### src/rtl/dds_param_ctrl.sv
// dds_param_ctrl: key-driven DDS parameter control with wrap-synchronised updates.
// Key flags adjust pending frequency/waveform/attenuation settings. A dirty bit
// tracks unapplied changes. Pending values become active only on the edge that
// follows a phase-accumulator wrap, so a waveform period is never cut mid-way.
module dds_param_ctrl #(
    parameter logic [31:0] BASE_WORD = 32'd85899,
    parameter logic [2:0]  MAX_IDX   = 3'd7
) (
    input  logic        clk,
    input  logic        rst,
    input  logic        key_freq_add_flag,
    input  logic        key_freq_sub_flag,
    input  logic        key_a_flag,
    input  logic        wave_flag,
    output logic [31:0] freq_word,
    output logic [1:0]  wave_sel,
    output logic [1:0]  amp_sel,
    output logic [31:0] phase_acc,
    output logic [9:0]  rom_addr,
    output logic        param_upd
);

    localparam int unsigned ACC_W  = 32;
    localparam int unsigned IDX_W  = 3;
    localparam int unsigned SEL_W  = 2;
    localparam int unsigned ADDR_W = SEL_W + 8;

    // Pending (requested) settings
    logic [IDX_W-1:0]  r_freq_idx;
    logic [SEL_W-1:0]  r_wave_pend;
    logic [SEL_W-1:0]  r_amp_pend;
    logic              r_dirty;

    // Active settings and accumulator
    logic [ACC_W-1:0]  r_freq_word;
    logic [SEL_W-1:0]  r_wave_sel;
    logic [SEL_W-1:0]  r_amp_sel;
    logic [ACC_W-1:0]  r_phase_acc;
    logic [ADDR_W-1:0] r_rom_addr;
    logic              r_param_upd;

    logic [IDX_W-1:0]  w_freq_idx_nxt;
    logic              w_freq_chg;
    logic              w_pend_chg;
    logic [ACC_W:0]    w_sum;
    logic              w_wrap;
    logic              w_load;
    logic [ACC_W-1:0]  w_pend_word;
    logic [SEL_W-1:0]  w_wave_sel_nxt;

    // Frequency index step: saturating, and add+sub together cancel out
    always_comb begin
        w_freq_idx_nxt = r_freq_idx;
        if (key_freq_add_flag && !key_freq_sub_flag) begin
            if (r_freq_idx < MAX_IDX) begin
                w_freq_idx_nxt = r_freq_idx + IDX_W'(1);
            end
        end else if (key_freq_sub_flag && !key_freq_add_flag) begin
            if (r_freq_idx != IDX_W'(0)) begin
                w_freq_idx_nxt = r_freq_idx - IDX_W'(1);
            end
        end
    end

    // Change detection, wrap detection and load decision
    always_comb begin
        w_freq_chg     = (w_freq_idx_nxt != r_freq_idx);
        // Modulo-4 increments always change the value, so a flag implies a change
        w_pend_chg     = w_freq_chg | key_a_flag | wave_flag;
        w_sum          = {1'b0, r_phase_acc} + {1'b0, r_freq_word};
        w_wrap         = w_sum[ACC_W];
        w_load         = w_wrap & r_dirty;
        w_pend_word    = BASE_WORD << r_freq_idx;
        w_wave_sel_nxt = w_load ? r_wave_pend : r_wave_sel;
    end

    // Pending registers and dirty tracking
    always_ff @(posedge clk) begin
        if (rst) begin
            r_freq_idx  <= '0;
            r_wave_pend <= '0;
            r_amp_pend  <= '0;
            r_dirty     <= 1'b0;
        end else begin
            r_freq_idx <= w_freq_idx_nxt;
            if (wave_flag) begin
                r_wave_pend <= r_wave_pend + SEL_W'(1);
            end
            if (key_a_flag) begin
                r_amp_pend <= r_amp_pend + SEL_W'(1);
            end
            // A change landing on the load edge keeps dirty set for the next wrap
            if (w_pend_chg) begin
                r_dirty <= 1'b1;
            end else if (w_load) begin
                r_dirty <= 1'b0;
            end
        end
    end

    // Active parameters, phase accumulator and ROM address
    always_ff @(posedge clk) begin
        if (rst) begin
            r_freq_word <= BASE_WORD;
            r_wave_sel  <= '0;
            r_amp_sel   <= '0;
            r_phase_acc <= '0;
            r_rom_addr  <= '0;
            r_param_upd <= 1'b0;
        end else begin
            r_phase_acc <= w_sum[ACC_W-1:0];
            r_rom_addr  <= {w_wave_sel_nxt, w_sum[ACC_W-1:ACC_W-8]};
            r_param_upd <= w_load;
            if (w_load) begin
                r_freq_word <= w_pend_word;
                r_wave_sel  <= r_wave_pend;
                r_amp_sel   <= r_amp_pend;
            end
        end
    end

    assign freq_word = r_freq_word;
    assign wave_sel  = r_wave_sel;
    assign amp_sel   = r_amp_sel;
    assign phase_acc = r_phase_acc;
    assign rom_addr  = r_rom_addr;
    assign param_upd = r_param_upd;

endmodule
### config.mk
export PLATFORM = sky130hd
export DESIGN_NAME = dds_param_ctrl
export DESIGN_NICKNAME = d
export VERILOG_FILES = /design/src/rtl/dds_param_ctrl.sv
export SDC_FILE = /design/constraint.sdc
export NUM_CORES = 1
export LEC_CHECK = 0
export ABC_CLOCK_PERIOD_IN_PS = 2500
export CAP_MARGIN = 30
export CORE_MARGIN = 1.5
export CORE_UTILIZATION = 46
export DETAILED_ROUTE_END_ITERATION = 7
export GPL_TIMING_DRIVEN = 1
export PLACE_DENSITY = 0.76
export SKIP_LAST_GASP = 1
export SLEW_MARGIN = 20
export SYNTH_ARGS = -nofsm -noshare
export SYNTH_HDL_FRONTEND = slang
export SYNTH_SLANG_ARGS = --single-unit
export TNS_END_PERCENT = 50
### constraint.sdc
create_clock -name clk -period 2.5 [get_ports clk]
set_input_delay 0.5 -clock clk [delete_from_list [all_inputs] [get_ports clk]]
set_output_delay 0.5 -clock clk [all_outputs]
set_load 0.1 [all_outputs]
; ---- Word-level counts from Yosys, hierarchy flattened
; Index checks and enable logic that the tools add are counted.
[word_totals]
word_cells = 34
register_bits = 87
output_inout_bits = 79
[op_classes]
n_shift = 1
add_sub_neg = 5
muxes = 7
reduce_logical = 6
bitwise_logic = 3
magnitude_cmp = 1
eq_ne = 1
[ops]
columns = cell, count
row1 = $add A32 B32 Y33, 1
row2 = $shl A17 B3 Y32 const A, 1
row3 = $mux W3, 4
row4 = $add A2 B1 Y2 const B, 2
row5 = $add A3 B1 Y3 const B, 1
row6 = $lt A3 B3 Y1 const B, 1
row7 = $ne A3 B3 Y1, 1
row8 = $reduce_bool A3 Y1, 1
row9 = $sub A3 B1 Y3 const B, 1
row10 = $logic_and A1 B1 Y1, 2
row11 = $logic_not A1 Y1, 2
row12 = $mux W1, 2
row13 = $mux W2, 1
row14 = $or A1 B1 Y1, 2
row15 = $reduce_bool A2 Y1, 1
row16 = $and A1 B1 Y1, 1

; ---- Longest topological paths before layout
[logic_depth]
word_depth = 8
mapped_depth = 11
depth_no_buf = 9

; ---- Least setup slack after synthesis
; No wires, ideal clock.
[synth_path]
kind = register to register
from = register r_freq_word[0] (netlist: freq_word[0])
to = register r_freq_word[13] (netlist: freq_word[13])
path_buffers = 1
stages_incl_launch_ff = 11
required_time_ps = 2384
period_less_slack_ps = 3019
setup_ps = 116
slack_ps = -519
arrival_time_ps = 2903
path_cell_list = dfxtp_1 ha_1 fa_1 a21oi_1 o21bai_1 nand4bb_2 a21oi_2 o32a_2 buf_2 nor3_1 a31o_2
[synth_between]
elab_chain_len = 2
[synth_rtl]
columns = element, line_no
row1 = from (decl), 35  ; logic [ACC_W-1:0] r_freq_word;
row2 = from (signal assigned), 115  ; r_freq_word <= w_pend_word;
row3 = $add A32 B32 Y33, 70  ; w_sum = {1'b0, r_phase_acc} + {1'b0, r_freq_word};
row4 = $and A1 B1 Y1, 72  ; w_load = w_wrap & r_dirty;
; No other way between the ends.
; A chain may end at the register's enable or synchronous reset.

; ---- Worst setup path after layout
[layout_path]
from = register r_freq_word[0] (netlist: freq_word[0])
to = register r_phase_acc[22] (netlist: phase_acc[22])
[layout_between]
elab_chain_len = 1
[layout_rtl]
columns = element, line_no
row1 = $add A32 B32 Y33, 70
row2 = to (signal assigned), 111  ; r_phase_acc <= w_sum[ACC_W-1:0];
row3 = to (decl), 38  ; logic [ACC_W-1:0] r_phase_acc;
; No other way between the ends.

==> impl_metrics.toml <==
[floorplanning]
io_pins = 85
die_height_microns = 96.15
floorplan.initialDensity_pct = 48.09
die_area_sq_mm = 0.009245
core_area_sq_mm = 0.008299
row_count = 33
fp.dieW_microns = 96.15

[logic_synthesis]
yosysSeqAreaShare_pct = 34.61
synth_edf_count = 0
ys_async_sr_fraction_pct = 0
syn_inst = 466
synth_cell_types = 56
ys_warn_count = 0
dominantRegCellSynth = "dfxtp_1"
syn_area_sq_mm = 0.003991
synth.ff_latch_count = 69
netlist.area_leader.share_pct = 34.61
synthTopCellsByArea = "dfxtp_1 35%, ha_1 10%, a21oi_1 5.4%, nor2_1 5.2%, a31o_2 3.5%"
yosysTopAreaCell = "dfxtp_1"
avgSynthCellArea_sq_um = 8.565

[critical_path]
worstSetupPathType = "reg2reg"
worstPathMaxFanout = 6
crit_arrival_ns = 2.72
setup.worst_path.end_class = "register"
timing.rr.start = "freq_word[0]"
crit_required_ns = 2.74
cp-start-kind = "register"
startpoint = "freq_word[0]"

[timing]
timing.fmax_ghz = 0.4034
rsz0062_at_grt = "true"
worst_pin_slew_ns = 0.5819
report.final.slew_viol_count = 0
max_slew_margin_pct = 60.96
skew_ns = 0.006854
fin_crit_sh_pct = 99.17
finalCriticalPeriod_ns = 2.479
setup_violations = 0
hold_viol = 0
fin_ws_ns = 0.02086

[global_routing]
grt_antenna_before_repair = 0
overflow = 0
grt_max_degree = 76
grt_usage_pct = 22.74
grt_pass1_vias = 3345
grt_first_pass_wirelength_microns = 16080

[clock_tree]
cts.reportedPaths.clkPinSlew_ns = 0.08
cts_tree = "done"
cts_buffers = 9
cts_sinks = 69
cts_max_path_buffers = 2
clockRootBuffer = "clkbuf_8"
clk_latency_ns = 0.36
ctsHoldBuffers = 0
htreeDepth = 3

[flow_run]
maxCapViolations = 0

[finish]
final_common_cell = "buf_4"
insertedDiodeCount = 0
nFillCells = 692
mostFrequentLayoutCells = "115 x buf_4, 55 x nor2_1, 41 x a21oi_1, 33 x nand2_1, 30 x dfxtp_2"
area_growth_pct = 33.73
final_util_pct = 64.31
drive_gt1_share_pct = 41.88
nets = 607

[power_and_ir_drop]
p_comb_share_pct = 41.5
switching_share_pct = 43.15
p_sw_mw = 1.561
seqPwrFrac_pct = 34.6
power.leakage_nw = 2.266
power_density_mw_per_mm2 = 677.9
clockPowerShare_pct = 23.9
internal_power_mw = 2.057
vdd.ir_drop.worst_mv = 0.3909

[hold_path]
min_from = "freq_word[3]"
worstHoldPathType = "reg2reg"

[placement]
dp_slack_ns = -0.05847
port_buffers = 76
place_congestion = 0.9088
dp_hpwl_microns = 7512

[detailed_routing]
drc = 0
dr.pass1.iters = 5
ant_nets = 0
vias_per_cell = 5.602
wl_microns = 10570
drt_iter0_markers = 193
wire_per_inst_microns = 15.59
route.vias.total = 3798

[status]
status = "complete, no violations"
==> stage by stage <==
step | power, mW | hold WS [ns] | cells | TNS, ns | cell area [sq um]
after global routing | 3.787 | 0.4815 | 678 | -0.8711 | 5338
after CTS | 3.582 | 0.4695 | 674 | -0.2159 | 5204
after global placement | 2.699 | 0.4541 | 657 | 0 | 5002
after detailed placement | 2.719 | 0.4570 | 657 | -0.1792 | 5002
after floorplan | 2.394 | 0.4598 | 473 | -0.09467 | 4194
final | 3.618 | 0.4688 | 678 | 0 | 5338
==> cell usage after synthesis, types with 8 or more instances <==
master,n
a21oi_1,43
xor2_1,13
dfxtp_1,69
a31oi_1,10
ha_1,32
o21ai_0,17
nor2_1,55
inv_1,10
nor2b_1,10
nand2_1,33
xnor2_1,9
nand3_1,8
a31o_2,16
clkbuf_1,13
buf_4,18
nor3_1,14
nor3b_1,9
==> layout make-up <==
| cell class | count | area [sq um] | share of cell area [%] |
|---|---|---|---|
| clock buffer | 11 | 152.6 | 2.860 |
| clock inverter | 5 | 31.28 | 0.5860 |
| inverter | 11 | 41.29 | 0.7736 |
| multi-input combinational | 355 | 2525 | 47.30 |
| sequential | 69 | 1516 | 28.41 |
| tap | 105 | 131.4 | 2.461 |
| timing repair buffer | 122 | 939.7 | 17.60 |
==> cell families after synthesis <==
| family | synth area share [%] |
|---|---|
| other | 0.09395 |
| xor gates and xnor gates | 4.828 |
| AOI/OAI and AO/OA | 21.88 |
| and+or+nand+nor | 19.37 |
| DFF | 34.61 |
| buffers and inverters | 6.834 |
| adders and majority gates | 10.53 |
| muxes | 1.850 |
==> final timing paths <==
check             endpoint  slack, ns  depth (start not counted)
max          phase_acc[22]       0.02                          9
max reg2reg  phase_acc[22]       0.02                          9
min reg2reg   freq_word[3]       0.47                          2
min           freq_word[3]       0.47                          2
==> power by group through the flow <==
stage	clock [mW]	combinational, mW	sequential (mW)
finish	0.865	1.50	1.25
global route	0.915	1.61	1.26
floorplan	0	0.624	1.77
CTS	0.882	1.45	1.25
detailed placement	0	1.44	1.28
global placement	0	1.42	1.27
==> flip-flops by register name (all words and copies together), names as in the netlist <==
signal and count:
phase_acc 31, freq_word 24, r_freq_idx 3, amp_sel 2, r_amp_pend 2, r_wave_pend 2
wave_sel 2, param_upd 1, r_dirty 1, rom_addr 1
==> per-layer routing <==
metal	vias up	global-route usage, %	part of all wire (%)
li1	1878	-	-
met1	1782	30.33	45
met2	122	36.62	48
met3	16	3.791	5.2
met4	0	8.456	1.7
met5	-	0	0
==> critical path, stage by stage, from the launching register on <==
cell and delay, ns:
dfxtp_4 0.35, ha_4 0.16, fa_2 0.35, a21oi_2 0.17
o21bai_1 0.11, nand4bb_4 0.22, a21oi_4 0.31, o21ai_2 0.14
a31oi_1 0.19, mux2_2 0.35
==> repair_timing <==
action | in CTS | in global routing
buffers inserted | 0 | 3
cloned | 1 | 1
resized for setup | 1 | 27
endpoints found under the setup margin | 28 | 39
pin swaps | 2 | 16
(Power assumes the default switching activity.)
